--- config.mk ---
export PLATFORM = sky130hd
export DESIGN_NAME = cmsdk_mybusmatrix_addr_decoder
export DESIGN_NICKNAME = d
export VERILOG_FILES = /design/src/rtl/cmsdk_mybusmatrix_addr_decoder.sv
export SDC_FILE = /design/constraint.sdc
export NUM_CORES = 1
export LEC_CHECK = 0
export ABC_AREA = 1
export CORE_MARGIN = 2
export CORE_UTILIZATION = 39
export DETAILED_ROUTE_END_ITERATION = 16
export PLACE_DENSITY = 0.81
export RECOVER_POWER = 100
export SLEW_MARGIN = 30
export SYNTH_ARGS = -nofsm -noshare
export SYNTH_HDL_FRONTEND = slang
export SYNTH_SLANG_ARGS = --single-unit
--- constraint.sdc ---
create_clock -name HCLK -period 1.98 [get_ports HCLK]
set_input_delay 0.495 -clock HCLK [delete_from_list [all_inputs] [get_ports HCLK]]
set_output_delay 0.495 -clock HCLK [all_outputs]
set_load 0.005 [all_outputs]
--- src/rtl/cmsdk_mybusmatrix_addr_decoder.sv ---
//------------------------------------------------------------------------------
// cmsdk_mybusmatrix_addr_decoder
//
// AHB-Lite address decoder and slave-response multiplexer for three mapped
// regions plus a default slave, with capture of decode errors.
//
// Address phase : HADDR is matched against three base/mask pairs
//                 (priority S0 > S1 > S2). An address with no match selects
//                 the default slave. Exactly one HSEL_* is high at all times.
// Data phase    : the address-phase select is registered while HREADY=1.
//                 The registered select steers HREADYOUT/HRESP/HRDATA back
//                 from the addressed slave. The default slave returns no data.
// Error capture : the first cycle of a two-cycle ERROR from the default slave
//                 sets a sticky flag, records the transfer address, and bumps
//                 a saturating 8-bit count. ERRCLR clears the flag and count.
//
// Ports
//   HCLK, HRESETn                     clock, asynchronous active-low reset
//   HADDR, HTRANS, HREADY             master address phase / bus ready
//   HSEL_S0/S1/S2, HSEL_DEF           address-phase slave selects
//   HREADYOUT_*, HRESP_*, HRDATA_*    slave responses
//   HREADYOUT, HRESP, HRDATA          multiplexed response to the master
//   ERRCLR                            synchronous clear of the error capture
//   ERRFLAG, ERRADDR, ERRCNT          decode-error capture state
//------------------------------------------------------------------------------
module cmsdk_mybusmatrix_addr_decoder #(
    parameter logic [31:0] S0_BASE = 32'h0000_0000,
    parameter logic [31:0] S0_MASK = 32'hE000_0000,
    parameter logic [31:0] S1_BASE = 32'h2000_0000,
    parameter logic [31:0] S1_MASK = 32'hE000_0000,
    parameter logic [31:0] S2_BASE = 32'h4000_0000,
    parameter logic [31:0] S2_MASK = 32'hF000_0000
) (
    input  logic        HCLK,
    input  logic        HRESETn,

    input  logic [31:0] HADDR,
    input  logic [1:0]  HTRANS,
    input  logic        HREADY,

    output logic        HSEL_S0,
    output logic        HSEL_S1,
    output logic        HSEL_S2,
    output logic        HSEL_DEF,

    input  logic        HREADYOUT_S0,
    input  logic        HREADYOUT_S1,
    input  logic        HREADYOUT_S2,
    input  logic        HREADYOUT_DEF,

    input  logic [1:0]  HRESP_S0,
    input  logic [1:0]  HRESP_S1,
    input  logic [1:0]  HRESP_S2,
    input  logic [1:0]  HRESP_DEF,

    input  logic [31:0] HRDATA_S0,
    input  logic [31:0] HRDATA_S1,
    input  logic [31:0] HRDATA_S2,

    output logic        HREADYOUT,
    output logic [1:0]  HRESP,
    output logic [31:0] HRDATA,

    input  logic        ERRCLR,
    output logic        ERRFLAG,
    output logic [31:0] ERRADDR,
    output logic [7:0]  ERRCNT
);

    // One-hot slave select, bit order S0, S1, S2, DEF.
    typedef enum logic [3:0] {
        SEL_S0  = 4'b0001,
        SEL_S1  = 4'b0010,
        SEL_S2  = 4'b0100,
        SEL_DEF = 4'b1000
    } sel_t;

    localparam logic [1:0] RESP_ERROR = 2'b01;

    sel_t        asel;        // address-phase select
    sel_t        dsel;        // data-phase select
    logic        hit_s0;
    logic        hit_s1;
    logic        hit_s2;
    logic        trans_active;
    logic        err_event;
    logic [31:0] haddr_q;

    //--------------------------------------------------------------------------
    // Address-phase decode
    //--------------------------------------------------------------------------
    assign hit_s0 = ((HADDR & S0_MASK) == S0_BASE);
    assign hit_s1 = ((HADDR & S1_MASK) == S1_BASE);
    assign hit_s2 = ((HADDR & S2_MASK) == S2_BASE);

    // Selects depend only on HADDR so the slave sees a stable one-hot select
    // regardless of transfer type; IDLE/BUSY to unmapped space still lands on
    // the default slave, which answers OKAY for those.
    always_comb begin
        asel = SEL_DEF;
        if (hit_s0) begin
            asel = SEL_S0;
        end else if (hit_s1) begin
            asel = SEL_S1;
        end else if (hit_s2) begin
            asel = SEL_S2;
        end
    end

    assign HSEL_S0  = (asel == SEL_S0);
    assign HSEL_S1  = (asel == SEL_S1);
    assign HSEL_S2  = (asel == SEL_S2);
    assign HSEL_DEF = (asel == SEL_DEF);

    //--------------------------------------------------------------------------
    // Data-phase select: advances only when the bus completes a transfer
    //--------------------------------------------------------------------------
    always_ff @(posedge HCLK or negedge HRESETn) begin
        if (!HRESETn) begin
            dsel <= SEL_DEF;
        end else if (HREADY) begin
            dsel <= asel;
        end
    end

    //--------------------------------------------------------------------------
    // Response multiplexer
    //--------------------------------------------------------------------------
    always_comb begin
        HREADYOUT = HREADYOUT_DEF;
        HRESP     = HRESP_DEF;
        HRDATA    = '0;
        case (dsel)
            SEL_S0: begin
                HREADYOUT = HREADYOUT_S0;
                HRESP     = HRESP_S0;
                HRDATA    = HRDATA_S0;
            end
            SEL_S1: begin
                HREADYOUT = HREADYOUT_S1;
                HRESP     = HRESP_S1;
                HRDATA    = HRDATA_S1;
            end
            SEL_S2: begin
                HREADYOUT = HREADYOUT_S2;
                HRESP     = HRESP_S2;
                HRDATA    = HRDATA_S2;
            end
            default: begin
                HREADYOUT = HREADYOUT_DEF;
                HRESP     = HRESP_DEF;
                HRDATA    = '0;
            end
        endcase
    end

    //--------------------------------------------------------------------------
    // Transfer address register (NONSEQ/SEQ only)
    //--------------------------------------------------------------------------
    assign trans_active = (HTRANS == 2'b10) || (HTRANS == 2'b11);

    always_ff @(posedge HCLK or negedge HRESETn) begin
        if (!HRESETn) begin
            haddr_q <= '0;
        end else if (HREADY && trans_active) begin
            haddr_q <= HADDR;
        end
    end

    //--------------------------------------------------------------------------
    // Decode-error capture
    //--------------------------------------------------------------------------
    // Only the first (HREADYOUT low) cycle of the two-cycle ERROR response
    // qualifies, so each erroring transfer counts exactly once.
    assign err_event = (dsel == SEL_DEF) && (HRESP_DEF == RESP_ERROR) && !HREADYOUT_DEF;

    // A clear coinciding with an event restarts the count at one rather than
    // losing the new error.
    always_ff @(posedge HCLK or negedge HRESETn) begin
        if (!HRESETn) begin
            ERRFLAG <= 1'b0;
            ERRADDR <= '0;
            ERRCNT  <= '0;
        end else if (err_event) begin
            ERRFLAG <= 1'b1;
            ERRADDR <= haddr_q;
            if (ERRCLR) begin
                ERRCNT <= 8'd1;
            end else if (ERRCNT != 8'hFF) begin
                ERRCNT <= ERRCNT + 8'd1;
            end
        end else if (ERRCLR) begin
            ERRFLAG <= 1'b0;
            ERRCNT  <= '0;
        end
    end

endmodule

==> results.py, run 1 <==
metrics = {
    "final_layout": {
        "layout-drive-gt1-share": 0.264,
        "syn_to_final_growth_pct": 79.6,
        "fill_cells": 745,
        "layout.cells.non_filler": 892,
        "final_util": 0.713,
        "final_cell_area_um2": 7300,
        "nets": 897,
    },
    "routing": {
        "via_per_inst": 5.18,
        "route.detailed.drc": 0,
        "first_pass_iters": 7,
        "wl_per_cell_um": 17.2,
        "antenna_left": 0,
        "initialDrtViolationCount": 382,
        "num_vias": 4618,
        "postRouteWirelength_um": 15300,
    },
    "setup_path": {
        "path_buf_inv": 5,
        "endpoint_kind": "output port",
        "crit_path_top_delay_cell": "dfstp_2",
        "cp.required_ns": 1.48,
        "arrival_ns": 1.73,
        "critPathMaxFanout": 7,
        "cp_top_family": "buffers and inverters",
        "critPathLaunchType": "flip-flop",
        "critical_path_class": "flip-flop to output port",
        "max_stage_delay_ns": 0.56,
        "crit_chain": "buf_4 -> buf_6 -> clkinv_8 -> buf_16 -> nand4_1 -> nand3_2 -> buf_2",
    },
    "die": {
        "io-pin-count": 226,
        "core_um2": 10200,
        "row_count": 37,
        "die_y_um": 106,
        "die_width_um": 106,
        "initial_core_util": 0.397,
        "dieArea_um2": 11300,
    },
    "placement": {
        "gp_congestion": 0.887,
        "dpl.cell_count": 839,
        "port_buffers": 224,
        "place_area_um2": 6660,
        "dp_hpwl_um": 10300,
    },
    "clock_network": {
        "cts_buffers": 9,
        "cts_hold_buf": 0,
        "cts_tree": "done",
        "cts_num_sinks": 77,
        "clkTransAtPathRegs_ns": 0.08,
        "cts_root_buf": "clkbuf_8",
        "clock_path_buffers": 2,
        "h-tree-depth": 3,
        "clk_latency_ns": 0.34,
    },
    "power": {
        "power_density_nw_per_um2": 633,
        "cellLeakagePower_uw": 0.00365,
        "finalPower_uw": 4620,
        "vdd_drop_max_uv": 598,
    },
    "synthesis": {
        "yosysSeqAreaShare": 0.474,
        "yosys_warnings": 0,
        "syn_nets": 620,
        "yosys_register_bits": 77,
        "synth.distinct_cells": 31,
        "syn_area_um2": 4070,
        "synth.avg_cell_area_um2": 8.59,
        "synth_cells": 473,
    },
    "global_routing": {
        "grt-ovfl-total": 0,
        "grt_pass1_wl_um": 22700,
        "grt_use_met1": 0.286,
        "antenna_found_initial": 2,
        "grt_pass1_vias": 4540,
        "use_met2": 0.452,
        "top_usage_layer": "met2",
        "grt_max_degree": 39,
        "use_met3": 0.0681,
        "grtUsageTotal": 0.252,
    },
    "timing": {
        "setup_viol": 36,
        "fin_crit_ns": 2.22,
        "slew-limit-headroom": 0.0944,
        "worst_slack_ns": -0.243,
        "fmax_mhz": 450,
        "min_period_over_period": 1.12,
        "tightest_slew_ns": 1.36,
        "skew_ns": 0.0133,
        "finalHoldViolCount": 0,
        "rsz0062_at_grt": "true",
        "maxSlewViolCount": 0,
    },
    "run": {
        "timing.max_cap.violations": 0,
    },
    "run_status": {
        "run_status": "complete, but fails checks",
        "failed_checks": "negative setup slack",
    },
    "min_path": {
        "min_path_type": "primary input to asynchronous set/reset pin",
    },
}
==> stage by stage <==
step           worst slack, ns  hold slack, ns  setup TNS [ns]
6_report                -0.243           0.450           -6.23
5_1_grt                 -0.300           0.480          -10.46
4_1_cts                 -0.243          0.0639           -6.20
3_5_place_dp            -0.451           0.431           -7.52
3_3_place_gp            -0.412           0.428           -6.87
2_1_floorplan            0.381           0.199               0
==> state kept, by name, summed over array words and instances, names as in the netlist <==
register	count
ERRCNT	8
haddr_q	32
dsel	4
ERRADDR	32
ERRFLAG	1
==> what timing repair did <==
item | 4_1_cts | 5_1_grt
gates resized for setup | 249 | 20
setup endpoints to repair | 39 | 37
gates cloned | 6 | 3
setup buffers | 28 | 3
pin swaps | 45 | 17
hold endpoints to repair | 0 | 0
==> cells in the final DEF, fill, tap and decap left out, types with 7 or more instances in the layout <==
cell / count
nand2_4: 17
mux2_2: 7
buf_6: 10
o21ai_0: 8
inv_1: 15
nand3_1: 19
buf_4: 38
dfrtp_1: 76
buf_2: 33
nand2_1: 166
nand2_2: 15
dlygate4sd3_1: 32
nand3_2: 19
buf_12: 8
mux2_1: 20
clkdlybuf4s50_1: 148
clkbuf_8: 10
nand4_1: 47
==> logic make-up (layout without fill, tap and decap cells) <==
group	Yosys count	in the layout	share of synthesized area
AO/OA/AOI/OAI	19	19	0.0280
AND/OR/NAND/NOR	296	296	0.328
buffers and inverters	51	332	0.0689
XOR/XNOR	2	2	0.00431
flip-flops	77	77	0.474
multiplexers	27	27	0.0933
other	0	2	0
adder cells (fa/ha/maj)	1	1	0.00308
==> power breakdown <==
| group | internal, µW | switching (µW) | total, µW | leakage (µW) |
|---|---|---|---|---|
| registers | 1880 | 181 | 2060 | 0.000958 |
| logic | 920 | 598 | 1520 | 0.00260 |
| clock network | 484 | 557 | 1040 | 0.0000885 |
==> area by class of cell <==
| class | count | area (µm²) | share of cell area |
|---|---|---|---|
| Antenna cell | 2 | 5.00 | 0.000686 |
| Clock buffer | 10 | 138 | 0.0189 |
| Clock inverter | 5 | 35.0 | 0.00480 |
| Inverter | 25 | 121 | 0.0166 |
| Multi-Input combinational cell | 345 | 2050 | 0.281 |
| Sequential cell | 77 | 1930 | 0.264 |
| Tap cell | 136 | 170 | 0.0233 |
| Timing Repair Buffer | 292 | 2850 | 0.391 |
==> metal layers <==
| metal | vias to the layer above | routed length, µm | part of all wire |
|---|---|---|---|
| met1 | 2192 | 5610 | 0.37 |
| met5 | - | 0 | 0 |
| li1 | 2136 | - | - |
| met2 | 236 | 7800 | 0.51 |
| met4 | 0 | 605 | 0.039 |
| met3 | 54 | 1310 | 0.085 |
==> synthesized netlist by cell type <==
| cell | number | area share |
|---|---|---|
| nand4_4 | 1 | 0.0052 |
| o21ai_2 | 3 | 0.0065 |
| nor2_4 | 2 | 0.0055 |
| mux2_4 | 20 | 0.074 |
| nand2_4 | 2 | 0.0055 |
| a21oi_1 | 2 | 0.0025 |
| o21ai_1 | 1 | 0.0012 |
| nand2_2 | 1 | 0.0015 |
| inv_4 | 1 | 0.0015 |
| inv_1 | 19 | 0.018 |
| buf_4 | 9 | 0.017 |
| inv_2 | 3 | 0.0028 |
| dfstp_2 | 1 | 0.0065 |
| o21bai_1 | 2 | 0.0037 |
| nand3_1 | 39 | 0.048 |
| nand4_1 | 47 | 0.072 |
| clkinv_1 | 2 | 0.0018 |
| mux2_2 | 7 | 0.019 |
| buf_6 | 6 | 0.017 |
| ha_1 | 1 | 0.0031 |
| nor2_1 | 6 | 0.0055 |
| buf_2 | 6 | 0.0074 |
| o211ai_1 | 1 | 0.0018 |
| nor3b_1 | 1 | 0.0018 |
| buf_1 | 1 | 0.00092 |
| xor2_1 | 2 | 0.0043 |
| nor3_1 | 2 | 0.0025 |
| clkbuf_1 | 4 | 0.0037 |
| dfrtp_1 | 76 | 0.47 |
| o21ai_0 | 10 | 0.012 |
| nand2_1 | 195 | 0.18 |
==> final timing paths <==
check,startpoint,endpoint,slack [ns],cells after the start
max in group asynchronous,HRESETn,ERRADDR[19]$_DFFE_PN0P_,0.30,2
setup / recovery,dsel[3]$_DFFE_PN1P_,HRDATA[10],-0.24,7
setup reg to reg,dsel[3]$_DFFE_PN1P_,ERRCNT[7]$_DFFE_PN0P_,-0.01,11
min in group HCLK,haddr_q[5]$_DFFE_PN0P_,ERRADDR[5]$_DFFE_PN0P_,0.47,2
hold reg to reg,haddr_q[5]$_DFFE_PN0P_,ERRADDR[5]$_DFFE_PN0P_,0.47,2
hold / removal,HRESETn,ERRADDR[5]$_DFFE_PN0P_,0.45,1
(Power assumes the default switching activity.)
==> run 2: changes to the inputs <==
CELL_PAD_IN_SITES_DETAIL_PLACEMENT = 2   (was unset)
CELL_PAD_IN_SITES_GLOBAL_PLACEMENT = 2   (was unset)
CORE_UTILIZATION = 21   (was 39)
MAX_ROUTING_LAYER = met4   (was unset)
==> run 2 against run 1 <==
Compared with the run above:
- the flow finishes with violations (max-capacitance violations, max-slew violations, negative setup slack)
- utilization is 31 points lower
- design area is 4.5% higher
- maximum frequency increased by 1.6%
- combinational power rose by 4%
- worst hold slack better by 0.029 ns
- sequential power about the same
- setup slack improved by 0.036 ns
- die area is 82% higher
- critical endpoint is now HRDATA[29]
- largest power group unchanged
==> results.py, run 2 (synthesized netlist as in run 1, its figures left out) <==
metrics = {
    "run_status": {
        "run_status": "complete, but fails checks",
        "failed_checks": "max-capacitance violations, max-slew violations, negative setup slack",
    },
    "final_layout": {
        "layout-drive-gt1-share": 0.283,
        "final_cell_area_um2": 7630,
        "layout_commonest_cell": "nand2_1",
        "nets": 884,
        "fill_cells": 2000,
        "mostFrequentLayoutCells": "nand2_1, clkdlybuf4s50_1, dfrtp_1",
        "final_util": 0.405,
        "multi_input_area_um2": 2130,
        "syn_to_final_growth_pct": 87.7,
        "seqCellArea_um2": 1930,
        "top_regs": "ERRADDR: 32 flops, haddr_q: 32 flops, ERRCNT: 8 flops",
    },
    "clock_network": {
        "h-tree-depth": 3,
        "cts_tree": "done",
        "cts_root_buf": "clkbuf_16",
        "cts_num_sinks": 77,
        "cts_buffers": 9,
        "cts_hold_buf": 0,
        "clkTransAtPathRegs_ns": 0.06,
        "clock_path_buffers": 2,
        "clk_latency_ns": 0.34,
    },
    "routing": {
        "wl_met1_um": 7440,
        "via_per_inst": 4.58,
        "route.met3.wl_um": 1300,
        "initialDrtViolationCount": 116,
        "num_vias": 4592,
        "highest_layer": "met4",
        "route.detailed.drc": 0,
        "antenna_left": 0,
        "first_pass_iters": 4,
        "wl_per_cell_um": 19.8,
        "postRouteWirelength_um": 19900,
        "routed-wl-met2_um": 10900,
    },
    "global_routing": {
        "grt-ovfl-total": 0,
        "antenna_found_initial": 0,
        "grt_pass1_wl_um": 29300,
        "grt_pass1_vias": 5179,
        "grt_max_degree": 50,
        "grtUsageTotal": 0.191,
    },
    "setup_path": {
        "critical_path_class": "flip-flop to output port",
        "crit_chain": "nor2_4 -> nand3_4 -> inv_8 -> buf_12 -> buf_8 -> nand2_4 -> nand3_2 -> buf_2",
        "arrival_ns": 1.69,
        "cp_top_family": "buffers and inverters",
        "critPathLaunchType": "flip-flop",
        "path_buf_inv": 4,
        "max_stage_delay_ns": 0.43,
        "crit_path_top_delay_cell": "dfrtp_2",
        "endpoint_kind": "output port",
        "critPathMaxFanout": 7,
        "cp.required_ns": 1.48,
    },
    "timing": {
        "worst_slack_ns": -0.207,
        "setup_viol": 36,
        "min_period_over_period": 1.10,
        "rsz0062_at_grt": "true",
        "tightest_slew_ns": 1.66,
        "maxSlewViolCount": 30,
        "slew-limit-headroom": -0.104,
        "finalHoldViolCount": 0,
        "fin_crit_ns": 2.19,
        "fin_setup_tns_ns": -4.73,
        "fmax_mhz": 457,
        "skew_ns": 0.00943,
    },
    "placement": {
        "port_buffers": 224,
        "pre_cts_ws_ns": -0.474,
        "gp_congestion": 0.798,
        "place_area_um2": 6800,
        "dp_hpwl_um": 13800,
    },
    "die": {
        "dieArea_um2": 20500,
        "io-pin-count": 226,
        "die_y_um": 143,
        "row_count": 50,
        "core_um2": 18800,
        "die_width_um": 143,
        "initial_core_util": 0.216,
    },
    "run": {
        "timing.max_cap.violations": 1,
    },
    "min_path": {
        "min_path_type": "flip-flop to flip-flop",
    },
    "power": {
        "power_density_nw_per_um2": 699,
        "vdd_drop_max_uv": 507,
        "cellLeakagePower_uw": 0.00372,
    },
}
==> run 2: cell types whose count changed in the layout (fill, tap and decap cells not counted), moves of 4 or more <==
cell / change
nand2_4: -7
buf_6: +6
clkbuf_16: +9
nand3_2: +4
dlygate4sd3_1: +6
buf_4: -21
nand2_1: -7
clkbuf_8: -9
buf_12: +5
clkdlybuf4s50_1: -6
nand3_1: -5
mux2_4: +15
nand2_2: +14
mux2_1: -14
==> run 2: worst reg2reg max path, cell delays in order, from the launching register on <==
cell and delay (ns):
dfrtp_2 0.43, buf_4 0.15, buf_12 0.16, buf_6 0.16
inv_1 0.06, nand2_1 0.05, nor2_1 0.11, nand2_1 0.07
clkbuf_2 0.23, inv_4 0.17, buf_12 0.12, nand4_1 0.10
o21ai_2 0.08
==> run 2: power breakdown <==
| group | total (µW) | internal [µW] | switching, µW |
|---|---|---|---|
| clock network | 1680 | 988 | 694 |
| registers | 2070 | 1890 | 189 |
| logic | 1580 | 918 | 659 |
==> run 2: final cells by class <==
class | count | area share
clock inverter | 6 | 0.00918
inverter | 25 | 0.0172
timing repair buffer | 279 | 0.369
tap | 260 | 0.0426
multi-input combinational | 345 | 0.279
clock buffer | 10 | 0.0300
antenna | 1 | 0.000328
sequential | 77 | 0.253
==> run 2: path summary, 6_finish.rpt <==
path	start	end	slack, ns	cells after the start
min in group asynchronous	HRESETn	ERRADDR[6]$_DFFE_PN0P_	0.57	1
worst min-delay path	haddr_q[6]$_DFFE_PN0P_	ERRADDR[6]$_DFFE_PN0P_	0.48	2
max in group asynchronous	HRESETn	ERRCNT[7]$_DFFE_PN0P_	0.11	2
worst max register to register	dsel[2]$_DFFE_PN0P_	ERRCNT[4]$_DFFE_PN0P_	0.02	12
worst max-delay path	dsel[2]$_DFFE_PN0P_	HRDATA[29]	-0.21	8
worst min register to register	haddr_q[6]$_DFFE_PN0P_	ERRADDR[6]$_DFFE_PN0P_	0.48	2
==> run 2: through the flow <==
step	cells	hold slack [ns]	total power, µW
6_report	1003	0.478	5330
5_1_grt	1002	0.498	5650
4_1_cts	996	0.0886	5490
3_5_place_dp	962	0.451	3650
3_3_place_gp	962	0.443	3570
2_1_floorplan	473	0.199	2540
==> run 2: timing repair <==
action / in CTS / in global routing
resized for setup: 227 / 54
setup buffers: 14 / 4
gates cloned: 4 / 3
endpoints found under the setup margin: 39 / 70
pin swaps: 6 / 18
==> run 2: metal layers <==
metal	vias to the layer above	global-route usage
li1	2111	-
met1	2300	0.205
met2	156	0.352
met3	25	0.0523
met4	0	0.0365
met5	-	-
